$ cat config.mk
export PLATFORM = sky130hd
export DESIGN_NAME = rot_cmd_queue
export DESIGN_NICKNAME = d
export VERILOG_FILES = /design/src/rtl/rot_cmd_queue.sv
export SDC_FILE = /design/constraint.sdc
export NUM_CORES = 1
export LEC_CHECK = 0
export ABC_AREA = 0
export CAP_MARGIN = 20
export CORE_ASPECT_RATIO = 1.25
export CORE_UTILIZATION = 40
export DETAILED_ROUTE_END_ITERATION = 10
export PLACE_DENSITY = 0.65
export SETUP_SLACK_MARGIN = 0.5
export SLEW_MARGIN = 5
export SYNTH_ARGS = -nofsm -noshare
export SYNTH_HDL_FRONTEND = slang
export SYNTH_SLANG_ARGS = --single-unit
$ cat constraint.sdc
create_clock -name clk -period 3.5 [get_ports clk]
set_input_delay 0.875 -clock clk [delete_from_list [all_inputs] [get_ports clk]]
set_output_delay 0.875 -clock clk [all_outputs]
set_load 0.01 [all_outputs]
$ cat src/rtl/rot_cmd_queue.sv
`default_nettype none
// ============================================================================
// Module      : rot_cmd_queue
// Description : DEPTH-entry command FIFO feeding an external combinational
//               8-bit rotator, with a registered valid/ready result stage.
// Revision    : 1.0 - initial release
// ============================================================================
module rot_cmd_queue #(
    parameter int DEPTH = 4
) (
    input  logic                     clk,
    input  logic                     rst_n,
    input  logic                     flush,
    input  logic                     in_valid,
    output logic                     in_ready,
    input  logic [7:0]               in_data,
    input  logic [2:0]               in_amt,
    input  logic                     in_lr,
    output logic [7:0]               rot_data,
    output logic [2:0]               rot_amt,
    output logic                     rot_lr,
    input  logic [7:0]               rot_out,
    output logic                     res_valid,
    input  logic                     res_ready,
    output logic [7:0]               res_data,
    output logic [$clog2(DEPTH):0]   count
);

    localparam int c_PTR_W = $clog2(DEPTH);
    localparam int c_CNT_W = c_PTR_W + 1;
    localparam logic [c_CNT_W-1:0] c_FULL = c_CNT_W'(DEPTH);

    logic [11:0]        r_mem [DEPTH];
    logic [c_PTR_W-1:0] r_wr_ptr;
    logic [c_PTR_W-1:0] r_rd_ptr;
    logic [c_CNT_W-1:0] r_count;
    logic               r_res_valid;
    logic [7:0]         r_res_data;

    logic               w_push;
    logic               w_pop;
    logic               w_res_free;
    logic               w_not_empty;
    logic [11:0]        w_head;

    // in_ready uses registered occupancy only, so a pop never opens it
    // combinationally in the same cycle.
    assign in_ready    = (r_count != c_FULL) && !flush;
    assign w_push      = in_valid && in_ready;
    assign w_not_empty = (r_count != '0);
    assign w_res_free  = !r_res_valid || res_ready;
    assign w_pop       = w_not_empty && w_res_free && !flush;

    assign w_head   = w_not_empty ? r_mem[r_rd_ptr] : 12'h000;
    assign rot_lr   = w_head[11];
    assign rot_amt  = w_head[10:8];
    assign rot_data = w_head[7:0];

    assign res_valid = r_res_valid;
    assign res_data  = r_res_data;
    assign count     = r_count;

    // Storage needs no reset: the head is masked to zero while empty.
    always_ff @(posedge clk) begin
        if (w_push) begin
            r_mem[r_wr_ptr] <= {in_lr, in_amt, in_data};
        end
    end

    always_ff @(posedge clk or negedge rst_n) begin
        if (!rst_n) begin
            r_wr_ptr <= '0;
            r_rd_ptr <= '0;
            r_count  <= '0;
        end else if (flush) begin
            r_wr_ptr <= '0;
            r_rd_ptr <= '0;
            r_count  <= '0;
        end else begin
            if (w_push) begin
                r_wr_ptr <= r_wr_ptr + c_PTR_W'(1);
            end
            if (w_pop) begin
                r_rd_ptr <= r_rd_ptr + c_PTR_W'(1);
            end
            r_count <= r_count + {{(c_CNT_W-1){1'b0}}, w_push}
                               - {{(c_CNT_W-1){1'b0}}, w_pop};
        end
    end

    // Flush drops the valid flag but keeps the last result byte.
    always_ff @(posedge clk or negedge rst_n) begin
        if (!rst_n) begin
            r_res_valid <= 1'b0;
            r_res_data  <= 8'h00;
        end else if (flush) begin
            r_res_valid <= 1'b0;
        end else if (w_pop) begin
            r_res_valid <= 1'b1;
            r_res_data  <= rot_out;
        end else if (r_res_valid && res_ready) begin
            r_res_valid <= 1'b0;
        end
    end

endmodule
`default_nettype wire

# After elaboration in Yosys (flattened, before gate mapping)
# Memories as Yosys holds them, arrays and structs flattened.
# Index checks and enable logic that the tools add are counted.
# word_totals
register_bits,16
latch_bits,0
ramBits,48
rom_bits,0
output_inout_bits,25
wordCells,36
n_memories,1
# classes
n_addsub,4
mul,0
div,0
order_cmp,0
eq_ne,1
shifts,0
muxes,11
bitwise,1
n_reduce_logical,13
# memory_table
memory,words,width,rd,rd_ports_with_merged_regs,wr,line_no,rtl
r_mem,4,12,1,0,1,33,logic [11:0] r_mem [DEPTH];
# op_table
op,n
$mux 12,1
$mux 2,4
$reduce_bool 3->1,2
$logic_and 1x1->1,5
$mux 1,5
$add 2x1->2 const B,2
$reduce_bool 2->1,2
$add 3x1->3,1
$mux 3,1
$ne 3x3->1 const B,1
$sub 3x1->3,1
$logic_not 1->1,2
$reduce_and 2->1,1
$logic_or 1x1->1,1
$not 1->1,1

# Logic depth before layout (Yosys ltp)
# Gate-level depths: netlist (run 1).
# depth
depth_word,6
depth_mapped,11
mapped_depth_nobuf,11

# Worst setup path after synthesis (run 1)
# OpenSTA, ideal clock, no wires.
# synth_path
path_type,input to register
start,in res_ready
end,"reg r_count[2], in the netlist count[2]"
setup_time_ps,86
arrival_time_ps,2675
required_time_ps,3414
setup_slack_ps,739
cell_stages,10
n_path_buf,0
path_cell_list,and2b_2 > nor3_4 > ha_1 > inv_1 > ha_1 > inv_1 > fa_1 > xor2_1 > and2_1 > nor3_1
# synth_between
elab_chain_len,5
# synth_lines
element,line_no,rtl
from (decl),24,"input logic res_ready,"
$logic_or 1x1->1,51,assign w_res_free = !r_res_valid || res_ready;
$logic_and 1x1->1 (2 in a row),52,assign w_pop = w_not_empty && w_res_free && !flush;
$sub 3x1->3,87,"- {{(c_CNT_W-1){1'b0}}, w_pop};"
$mux 3,75,end else if (flush) begin
to (signal assigned),86,"r_count <= r_count + {{(c_CNT_W-1){1'b0}}, w_push}"
to (decl),36,logic [c_CNT_W-1:0] r_count;
# Every way passes these cells.
# A chain may end at the register's enable or synchronous reset.

# Worst setup path after layout (run 1)
# layout_path
start,reg r_rd_ptr[0]
end,out rot_data[0]
# layout_between
elab_chain_len,2
# layout_lines
element,line_no,rtl
from (decl),35,logic [c_PTR_W-1:0] r_rd_ptr;
from (signal assigned),84,r_rd_ptr <= r_rd_ptr + c_PTR_W'(1);
$mem_v2 4x12,--,
$mux 12,54,assign w_head = w_not_empty ? r_mem[r_rd_ptr] : 12'h000;
to (decl),19,"output logic [7:0] rot_data,"
# Every way passes these cells.

==> results of run 1 <==
## power breakdown
part           internal [mW]  switching (mW)
sequential             0.946          0.0938
clock                  0.273           0.265
combinational          0.620           0.433
## registers in the layout, summed over array words and instances, names as in the netlist
name	count
r_wr_ptr	2
res_data	8
count	3
r_rd_ptr	2
res_valid	1
r_mem	48
## cell families (layout without fill, tap and decap cells)
kind of cell | count (synthesis) | count (layout) | share of synthesized area
flip-flops | 64 | 64 | 0.683
buffers and inverters | 11 | 81 | 0.0292
AO/OA/AOI/OAI | 6 | 6 | 0.0121
multiplexers | 22 | 22 | 0.158
XOR/XNOR | 1 | 1 | 0.00325
adder cells (fa/ha/maj) | 7 | 7 | 0.0353
AND/OR/NAND/NOR | 32 | 32 | 0.0785
## area by class of cell
cell class                 count  area, um2
clock buffer                  12        145
clock inverter                 4       22.5
fill                         536       3010
inverter                       6       25.0
multi-input combinational     68        774
sequential                    64       1850
tap                           87        109
timing repair buffer          59        591
## what timing repair did
action,4_1_cts,5_1_grt
buffers inserted,3,3
endpoints found under the setup margin,12,12
resized for setup,3,5
pin swaps,0,1
hold endpoints to repair,0,0
## per-layer routing
metal	wire, um	track usage	part of all wire	up-vias
met5	0	0	0	-
met2	2520	0.257	0.52	53
li1	-	-	-	680
met1	2010	0.183	0.42	736
met4	45	0.0370	0.0093	0
met3	265	0.0504	0.055	6
## stage by stage
step	setup slack, ns	power, mW
4_1_cts	0.524	2.62
3_5_place_dp	0.348	2.04
2_1_floorplan	0.739	1.58
6_report	0.576	2.63
3_3_place_gp	0.454	2.00
5_1_grt	0.511	2.78
## worst register-to-register path, delay by kind of cell (launching register included)
family                     cells  cell delay, ns
DFF                            1            0.46
buffers and inverters          3            0.29
xor gates and xnor gates       1            0.16
adders and majority gates      3            0.77
and+or+nand+nor                4            0.67
## cells in the final DEF (no fill, tap or decap)
cell type and instances:
clkbuf_1 2, or3_2 1, inv_4 1, clkbuf_8 10, clkinv_2 3, buf_12 1
clkdlybuf4s50_1 44, a21oi_1 4, dlymetal6s2s_1 5, nor3_1 1, nor2b_1 14, mux2i_1 1
clkinvlp_4 1, nor2_1 5, ha_1 6, and2b_2 1, buf_4 9, xor2_1 1
edfxtp_1 48, dfrtp_2 1, inv_1 5, o31ai_1 1, dfrtp_1 14, nor3_4 2
or4_1 1, fa_1 1, o21ai_0 1, mux4_1 12, and2_1 5, dfrtp_4 1
mux2_2 9, nand2b_1 2
## worst max path at each step
stage,start,slack (ns),end,depth (start not counted)
2_1_floorplan,res_ready,0.74,count[2],10
3_3_place_gp,res_ready,0.45,count[2],11
3_5_place_dp,flush,0.35,count[2],12
4_1_cts,count[1],0.52,rot_data[7],4
5_1_grt,r_rd_ptr[0],0.51,rot_data[0],4
6_report,r_rd_ptr[0],0.58,rot_data[0],4
==> impl_results.md, run 1 <==
- Inst Count DP: approximately 280
- Critical path's slowest cell: mux4_1
- CTS tree: built
- Top post-synthesis cells by area: edfxtp_1, dfrtp_1, mux4_1
- Crit. End Element: output pin
- Worst endpoint required time: between 2 and 3 ns
- DR iter-0 viols: 106
- Initial DRT Pass Iterations: 4
- Clk sinks: 64
- Seq/Total Area, Yosys: 0.683
- Crit share post-route: 0.835
- Worst-path cell chain: buf_12 -> mux4_1 -> nor2b_1 -> clkdlybuf4s50_1
- CP Launch Type: flop
- WL final: 4.85 mm
- Antenna cell count: 0
- Clock H-tree levels: 3
- Fin cells: 300
- Initial antenna violation count: 0
- Hold Path Cell Cnt: 1
- Final core occ: 0.539
- RSZ-0062 raised after global routing: false
- Final Hold Viols: 0
- Hpwl dp: 3.18 mm
- Worst-Skew Late Latency: 0.33 ns
- Peak supply drop: between 0.3 and 0.4 mV
- Longest Clk Path Bufs: 2
- Final max-slew violation count: 0
- Hold_buf cts: 0
- Worst R2R Setup Slack: about 1.1 ns
- Vias per cell: 4.92
- EDFF count, synth: 48
- Boundary Pins: 50
- Buffers on Ports: 49
- Share of layout cells above drive strength 1: 0.188
- Max-cap violations: 0
- Hold Startpoint: res_data[1]
- WS Path Type: reg2out
- DIE HEIGHT: ~94 um
- Distinct cells, synth: 26
- Synthesis Warnings: 0
- Top-area cell type share of the netlist area: 0.535
- Design Area, Final: 3510 um2
- Routed Antenna Nets: 0
- Remaining global-route overflow: 0
- CTS buffer count: 9
- Top cells by count, synth: edfxtp_1, dfrtp_1, nor2b_1
- CP peak stage delay: roughly 0.54 ns
- Syn Area/Cell: 18.8 um2
- Pwr/cell area: 749 nW/um2
- Biggest area consumer among synthesized cells: edfxtp_1
- Clk_skew: roughly 0.0096 ns
- Die area: 7070 um2
- Final nets: 240
- Largest net degree at the start of global routing: 17
- Min Tclk post-route: a little under 3 ns
- DRC: 0
- Ys flop type: edfxtp_1
- Worst hold path type: reg2reg
- Crit-path max FO: 7
- Status: finished, final reports clean
- GP Congestion: about 0.68
- CP top delay family: buffers and inverters
- Fmax: 342 MHz
- Post-Synthesis Cells: 143
- FF-to-FF Start: count[2]
- Asr flop ratio synth: 0.250
- Buf+Inv Stages, Crit Path: 2
- Worst slew margin: 0.527
- Wire length per cell: 16.2 um
- R2r endpoint: count[2]
- Register-to-Register Path Depth: 11
- Rows: 33
- Initial Util: 0.413
- Post-DP Area: 3270 um2
- Setup TNS: 0 ns
- Worst Hold End: res_data[1]
- Most common cell in the netlist: edfxtp_1
- Total track usage: 0.151
- Number of global-route vias before repair: ~1.6k
- WHS: just over 0.5 ns
- Root buffer cell: clkbuf_8
- Setup Viol. Count Final: 0
- Leakage: 1.34 nW
- Die W: 75.4 um
- Via count: 1475
- First-pass GRT wire length: 7.76 mm
- Slew @ Worst Pin: just over 0.7 ns
- Flops & latches, synth: 64
- Clk pin slew, worst setup/hold paths: 0.06 ns
- WP data arrival: 2.05 ns
- Core Area: 6520 um2
- Layout overhead on the synthesized area: 30.4%
- Syn_nets: between 150 and 200
- Syn Std Cell Area: 2700 um2
Note: power is estimated with default switching activity, not from simulation.
==> inputs of run 2 (changes only) <==
==> constraint.sdc (replaced) <==
create_clock -name clk -period 3 [get_ports clk]
set_input_delay 0.75 -clock clk [delete_from_list [all_inputs] [get_ports clk]]
set_output_delay 0.75 -clock clk [all_outputs]
set_load 0.01 [all_outputs]
==> run 2 against run 1 <==
Compared with the run above:
- register-to-register slack worse by 0.47 ns
- worst hold slack better by 0.017 ns
- power is 22% higher
- highest routed layer unchanged
==> impl_results.md, run 2 (same netlist as run 1, synthesis figures left out) <==
- Tot Pwr: 3.21 mW (was 2.63 mW)
- Biggest register: r_mem (unchanged)
- Clk_skew: 0.00417 ns (was 0.00955 ns)
- DIE HEIGHT: 93.8 um (unchanged)
- Via count: 1505 (was 1475)
- Boundary Pins: 50 (unchanged)
- Max FFs per register: 48 (unchanged)
- Register-to-Register Path Depth: 11 (unchanged)
- CTS tree: built (unchanged)
- Leakage: 1.38 nW (was 1.34 nW)
- Status: finished, final reports clean (unchanged)
- WHS: 0.523 ns (was 0.506 ns)
- Worst R2R Setup Slack: 0.60 ns (was 1.07 ns)
- First-pass GRT wire length: 7.89 mm (was 7.76 mm)
- Final core occ: 0.554 (was 0.539)
- Core Area: 6520 um2 (unchanged)
- Design Area, Final: 3620 um2 (was 3510 um2)
- Root buffer cell: clkbuf_8 (unchanged)
- DRC: 0 (unchanged)
- Longest Clk Path Bufs: 2 (unchanged)
- Buffers on Ports: 49 (unchanged)
- Pwr/cell area: 888 nW/um2 (was 749 nW/um2)
- R2r endpoint: count[2] (unchanged)
- Final WS setup: 0.486 ns (was 0.576 ns)
- Largest net degree at the start of global routing: 19 (was 17)
- Hpwl dp: 3.39 mm (was 3.18 mm)
- WL final: 5.05 mm (was 4.85 mm)
- Min Tclk post-route: 2.51 ns
- Inst Count DP: 283 (was 278)
- Setup TNS: 0 ns (unchanged)
- RSZ-0062 raised after global routing: true (was false)
- Initial DRT Pass Iterations: 4 (unchanged)
- Register Area: 1850 um2 (about the same)
- Slew @ Worst Pin: 0.721 ns (was 0.707 ns)
- WS Path Type: reg2out (unchanged)
- Clk pin slew, worst setup/hold paths: 0.07 ns (was 0.06 ns)
- Setup Viol. Count Final: 0 (unchanged)
- Max-cap violations: 0 (unchanged)
- Die W: 75.4 um (unchanged)
- Wire length per cell: 16.1 um (was 16.2 um)
- Worst Hold End: res_data[1] (unchanged)
- Most common cell after layout, fill and taps aside: edfxtp_1 (unchanged)
- Worst slew margin: 0.518 (was 0.527)
- Total track usage: 0.160 (was 0.151)
- Fmax: 398 MHz
- Clock network fraction of total power: 0.222 (was 0.204)
- Initial Util: 0.413 (unchanged)
- Routed Antenna Nets: 0 (unchanged)
- Final max-slew violation count: 0 (unchanged)
- Hold Startpoint: res_data[1] (unchanged)
- Crit. End Element: output pin (unchanged)
- Fin cells: 313 (was 300)
- Vias per cell: 4.81 (was 4.92)
- Switching share of power: 0.300 (was 0.301)
- WP data arrival: 1.76 ns (was 2.05 ns)
- Place WS: -0.0284 ns (was 0.348 ns)
- Combinational share of power: 0.397 (was 0.400)
- Peak supply drop: 0.534 mV (was 0.400 mV)
- Most frequent cells in the layout: edfxtp_1, clkdlybuf4s50_1, buf_4 (was edfxtp_1, clkdlybuf4s50_1, nor2b_1, dfrtp_1, mux4_1)
- Psw: 964 uW (was 792 uW)
- GP Congestion: 0.704 (was 0.677)
- Clock H-tree levels: 3 (unchanged)
- Area occupied by multi-input gates: 785 um2 (was 774 um2)
- Number of fill cells in the layout: 550 (was 536)
- Worst endpoint required time: 2.25 ns (was 2.62 ns)
- Post-DP Area: 3310 um2 (was 3270 um2)
- FF-to-FF Start: count[1] (was count[2])
- P_int: 2.25 mW (was 1.84 mW)
- Clk sinks: 64 (unchanged)
- CTS buffer count: 9 (unchanged)
- DR iter-0 viols: 48 (was 106)
- Final Hold Viols: 0 (unchanged)
- Share of layout cells above drive strength 1: 0.367 (was 0.188)
- Flop pwr share: 0.381 (was 0.395)
- Number of global-route vias before repair: 1631 (was 1556)
- Crit-path max FO: 4 (was 7)
- Layout overhead on the synthesized area: 34.2% (was 30.4%)
- Rows: 33 (unchanged)
- Crit share post-route: 0.838
- Die area: 7070 um2 (unchanged)
- Worst-Skew Late Latency: 0.33 ns (about the same)
- Hold Path Cell Cnt: 1 (unchanged)
- Worst hold path type: reg2reg (unchanged)
- Initial antenna violation count: 0 (unchanged)
- Antenna cell count: 0 (unchanged)
- Remaining global-route overflow: 0 (unchanged)
- Final nets: 253 (was 240)
- CP Launch Type: flop (unchanged)
-- run 2: metal layers --
layer | GRT usage | part of all wire
met1 | 0.168 | 0.39
met3 | 0.0590 | 0.056
met5 | 0 | 0
met4 | 0.0556 | 0.0091
met2 | 0.286 | 0.54
-- run 2: repair_timing --
action,CTS,global route
gates resized for setup,64,20
endpoints found under the setup margin,14,12
hold buffers,0,0
pin swaps,4,2
setup buffers,14,0
-- run 2: how the worst max path moves through the flow --
stage | startpoint | end | slack [ns] | cells past startpoint
floorplan | res_ready | count[2] | 0.36 | 10
global placement | res_ready | count[2] | 0.08 | 11
CTS | r_rd_ptr[0] | rot_amt[2] | 0.37 | 4
global route | r_rd_ptr[0] | rot_amt[1] | 0.43 | 5
detailed placement | res_ready | count[2] | -0.03 | 11
finish | r_rd_ptr[0] | rot_data[4] | 0.49 | 5
-- run 2: area by class of cell --
class	count	area share
clock buffers	10	0.0381
clock inverters	6	0.0163
inverters	6	0.00692
multi-input cells	68	0.217
flip-flops and latches	64	0.511
well taps	87	0.0301
repair buffers	72	0.181
-- run 2: critical path: stages, from the launching register on --
cell and delay [ns]:
dfrtp_4 0.51, buf_6 0.13, buf_6 0.11, mux4_2 0.41
nor2b_1 0.14, buf_2 0.13
-- run 2: power by group through the flow --
| stage | logic (mW) | registers, mW | clock network [mW] |
|---|---|---|---|
| finish | 1.28 | 1.22 | 0.712 |
| detailed placement | 1.14 | 1.26 | 0 |
| global placement | 1.10 | 1.24 | 0 |
| CTS | 1.19 | 1.22 | 0.732 |
| floorplan | 0.619 | 1.23 | 0 |
| global route | 1.39 | 1.24 | 0.770 |
==> variant 1: new RTL, flow settings as in run 1 <==
Make the reset (`rst_n`) synchronous in 2 clocked blocks.
--- a/src/rtl/rot_cmd_queue.sv
+++ b/src/rtl/rot_cmd_queue.sv
@@ -69,3 +69,3 @@
 
-    always_ff @(posedge clk or negedge rst_n) begin
+    always_ff @(posedge clk) begin
         if (!rst_n) begin
@@ -91,3 +91,3 @@
     // Flush drops the valid flag but keeps the last result byte.
-    always_ff @(posedge clk or negedge rst_n) begin
+    always_ff @(posedge clk) begin
         if (!rst_n) begin
Behaviour: differs if rst_n is asserted again (counterexample within 4 cycles, from zero or initial values and one cycle with rst_n low); with rst_n held inactive, the same outputs for 10 cycles.
==> variant 1 against run 1 <==
Register-to-register slack lost 0.03 ns. Critical endpoint is now rot_data[5]. Critical path type unchanged. Sequential cell count grew 2. Highest routed layer unchanged. Maximum frequency up 0.89%. Area after synthesis down 0.88%. Cell count rose by 4.3%. Routed wire length decreased by 7.2%. Setup slack improved by 0.026 ns. Cell area shrank 2.5%.
Power is not compared: it rests on default switching activity, and its combinational part moved more than twofold at a synthesized area within 25%.
==> variant 1: results <==
placement:
  gp_congestion: 0.652
  hpwl_mm: 2.94
  postPlaceCellArea_um2: 3260
  dp_slack_ns: 0.354
  dp_cells: 298
global_route:
  grt_pass1_wl_mm: 7.13
  grt_max_degree: 19
  antenna_found_initial: 0
  gr-usage-all-layers_pct: 14.6
critical_path:
  critPathArrivalTime_ns: 2.02
  critPathSlowestCell: "mux4_2"
  rrSetupSlack_ns: 1.04
  crit_path_max_fanout: 8
  slowest_delay_ns: 0.51
  cp_top_family: "buffers and inverters"
layout:
  drive_gt1_share_pct: 14.5
  largest_reg_flops: 48
  diodes: 0
  nNetsFinal: 256
  largest-register: "r_mem"
synthesis:
  async_flop_share_pct: 0
  synthCells: 167
  synthAdderAreaFrac_pct: 3.56
  ys_types: 29
  netlist_top_cells_area: "edfxtp_1 (54%), dfxtp_1 (13%), mux4_2 (10%)"
  synth_ff_type: "edfxtp_1"
  synth_common_cells: "edfxtp_1 (48), dfxtp_1 (18), nand2_1 (18)"
  synth_xor_area_share_pct: 0.328
  synth.area.mux_share_pct: 14.2
  syn_nets: 199
  synth-edff-count: 48
  seq_area_frac_synth_pct: 67.4
  yosysWarnings: 0
  synth_compound_area_share_pct: 0.937
power:
  p_leak_nw: 1.15
  peakVddDrop_mv: 0.187
  p_int_mw: 1.20
clocking:
  cts.clk_slew.worst_paths_ns: 0.06
  cts_buffers: 9
  postCtsSetupRepairBufs: 0
  cts_root_buffer: "clkbuf_8"
  ctsResizeCount: 3
  clock_path_buffers: 2
  clk_latency_ns: 0.33
  htree_levels: 3
routing:
  drt_iter0_drc: 59
  vias: 1479
  vias_per_cell: 4.73
  firstDrtPassIters: 4
  wire_per_inst_um: 14.4
outcome:
  status: "finished, final reports clean"
timing:
  drv_slew: 0
  max_freq_mhz: 345
  hold_viol_final: 0
  timing.hold.ws_ns: 0.461
  maxSlewHeadroom_pct: 54.4
  skew_ns: 0.00399
worst_hold_path:
  hold_class: "reg -> reg"
[variant 1: changes by cell type after synthesis, sizes merged, moves of 2 or more]
cell   before  now
dfxtp       0   18
dfrtp      16    0
a21oi       4    1
and3        0    4
mux2i       1   11
nand2       0   18
nor2b      14   17
nor2        5    3
mux2        9    0
and2        5    3
[variant 1: final timing paths]
path                                  start           to  cells past startpoint
worst min register to register  res_data[3]  res_data[3]                      2
worst min-delay path            res_data[3]  res_data[3]                      2
worst max register to register     count[1]     count[2]                     11
worst max-delay path                   flop  rot_data[5]                      4
[variant 1: cells by family (layout without fill, tap and decap cells)]
kind of cell	count (synthesis)	count (layout)
xor gates and xnor gates	1	1
muxes	23	23
AOI/OAI and AO/OA	3	3
adders and majority gates	7	7
DFF	66	66
and+or+nand+nor	55	55
buffers and inverters	12	73
[variant 1: final cells by class]
cell class	instances	area [um2]
clock inverters	4	20.0
multi-input cells	89	813
repair buffers	53	531
flip-flops and latches	66	1810
fillers	574	2900
inverters	5	18.8
well taps	85	106
clock buffers	11	131
[variant 1: per-layer routing]
layer  global-route usage [%]  vias to the layer above  routed length (um)
met5                        0                        -                   0
met4                     7.08                        0                  59
met3                     5.60                        6                 307
met2                     23.3                       55                2200
met1                     16.9                      693                1930
li1                         -                      725                   -
[variant 1: worst min-delay path, cell delays in order (launching register included)]
cell and delay (ns):
dfxtp_1 0.31, nand2_1 0.05, mux2i_1 0.06
[variant 1: power by group through the flow]
stage | Clock, mW | Combinational (mW) | Sequential (mW)
floorplan | 0 | 0.0757 | 0.884
global placement | 0 | 0.166 | 0.882
detailed placement | 0 | 0.167 | 0.882
CTS | 0.530 | 0.169 | 0.865
global route | 0.561 | 0.182 | 0.867
finish | 0.513 | 0.165 | 0.865
==> variant 2: new RTL, flow settings as in run 1 <==
Without the edit above. `DEPTH`: 4 -> 8.
--- a/src/rtl/rot_cmd_queue.sv
+++ b/src/rtl/rot_cmd_queue.sv
@@ -8,3 +8,3 @@
 module rot_cmd_queue #(
-    parameter int DEPTH = 4
+    parameter int DEPTH = 8
 ) (
Ports: changed (resized count); port bits go from 50 to 51. The function was not compared with the original's and may differ.
==> variant 2 against run 1 <==
Cell area rose by 76%. Sequential cell count rose by 51. Critical path type unchanged. Power rose by 90%. Area after synthesis rose by 74%. Routed wire length rose by 93%. Largest power group is now the clock network. Critical path depth rose by 3. Combinational power rose by 45%. Setup slack got worse by 0.045 ns.
==> variant 2: results <==
synthesis:
  synth_compound_area_share_pct: 3.47
  async_flop_share_pct: 16.5
  synth-edff-count: 96
  seq_area_frac_synth_pct: 71.6
  synthAdderAreaFrac_pct: 2.56
  synth.area.mux_share_pct: 15.0
  syn_nets: 272
  synth_common_cells: "edfxtp_1 (96), dfrtp_1 (19), mux4_2 (13)"
  avgSynthCellArea_um2: 19.7
power:
  peakVddDrop_mv: 0.419
  p_leak_nw: 2.27
outcome:
  status: "finished, final reports clean"
placement:
  gp_congestion: 0.679
  postPlaceCellArea_um2: 5410
  io_buffers: 50
critical_path:
  critPathSlowestCell: "or3b_4"
  critPathArrivalTime_ns: 2.09
  cp_top_family: "simple AND/OR/NAND/NOR gates"
  slowest_delay_ns: 0.40
routing:
  drt_iter0_drc: 113
  vias: 2540
  wire_per_inst_um: 19.7
layout:
  nNetsFinal: 359
global_route:
  grt_pass1_wl_mm: 14.7
clocking:
  htree_levels: 4
[variant 2: cell types whose count changed in the layout (fill, tap and decap cells not counted), sizes merged, moves of 4 or more]
cell / before / now
nand3: 0 / 4
edfxtp: 48 / 96
clkdlybuf4s50: 44 / 37
mux4: 12 / 24
a22o: 0 / 12
nor2: 5 / 12
dlymetal6s2s: 5 / 0
buf: 10 / 37
nor2b: 14 / 6
clkbuf: 12 / 25
[variant 2: layout make-up]
type / instances / area (um2)
Tap cell: 135 / 169
Inverter: 6 / 22.5
Multi-Input combinational cell: 108 / 1280
Clock inverter: 8 / 90.1
Clock buffer: 24 / 546
Timing Repair Buffer: 77 / 724
Sequential cell: 115 / 3360
Fill cell: 868 / 5050
[variant 2: kinds of logic (layout without fill, tap and decap cells)]
group,Yosys count,after routing
AND/OR/NAND/NOR,39,40
XOR/XNOR,1,1
adder cells (fa/ha/maj),9,9
buffers and inverters,16,115
AO/OA/AOI/OAI,23,23
flip-flops,115,115
multiplexers,35,35
[variant 2: per-stage QoR]
step           power (mW)  hold WS (ns)
2_1_floorplan        2.56         0.551
3_3_place_gp         3.10         0.492
3_5_place_dp         3.12         0.499
4_1_cts              5.01         0.512
5_1_grt              5.24         0.521
6_report             5.00         0.506
[variant 2: power by group]
| part | switching, mW | internal (mW) | leakage [nW] | total [mW] |
|---|---|---|---|---|
| combinational | 0.652 | 0.864 | 0.839 | 1.52 |
| clock | 0.563 | 1.22 | 0.321 | 1.79 |
| sequential | 0.0853 | 1.61 | 1.11 | 1.69 |
[variant 2: path summary, 6_finish.rpt]
path | start | end | slack, ns | cells after the start
setup / recovery | count[3] | rot_data[4] | 0.53 | 7
min in group asynchronous | rst_n | res_data[1] | 0.97 | 1
max in group asynchronous | rst_n | r_rd_ptr[0] | 1.91 | 1
setup reg to reg | count[2] | count[3] | 0.92 | 11
hold / removal | res_data[6] | res_data[6] | 0.51 | 1
hold reg to reg | res_data[6] | res_data[6] | 0.51 | 1
[variant 2: per-layer routing]
layer / GRT usage (%) / vias to the layer above / routed length [um]
met5: 0 / - / 0
met4: 8.30 / 0 / 295
met3: 5.43 / 23 / 577
met2: 29.3 / 86 / 4770
met1: 19.2 / 1285 / 3690
li1: - / 1146 / -
[variant 2: what timing repair did]
action | in CTS | in global routing
resized for setup | 53 | 7
setup endpoints to repair | 13 | 12
setup buffers | 11 | 1
cloned | 2 | 0
pin swaps | 0 | 5
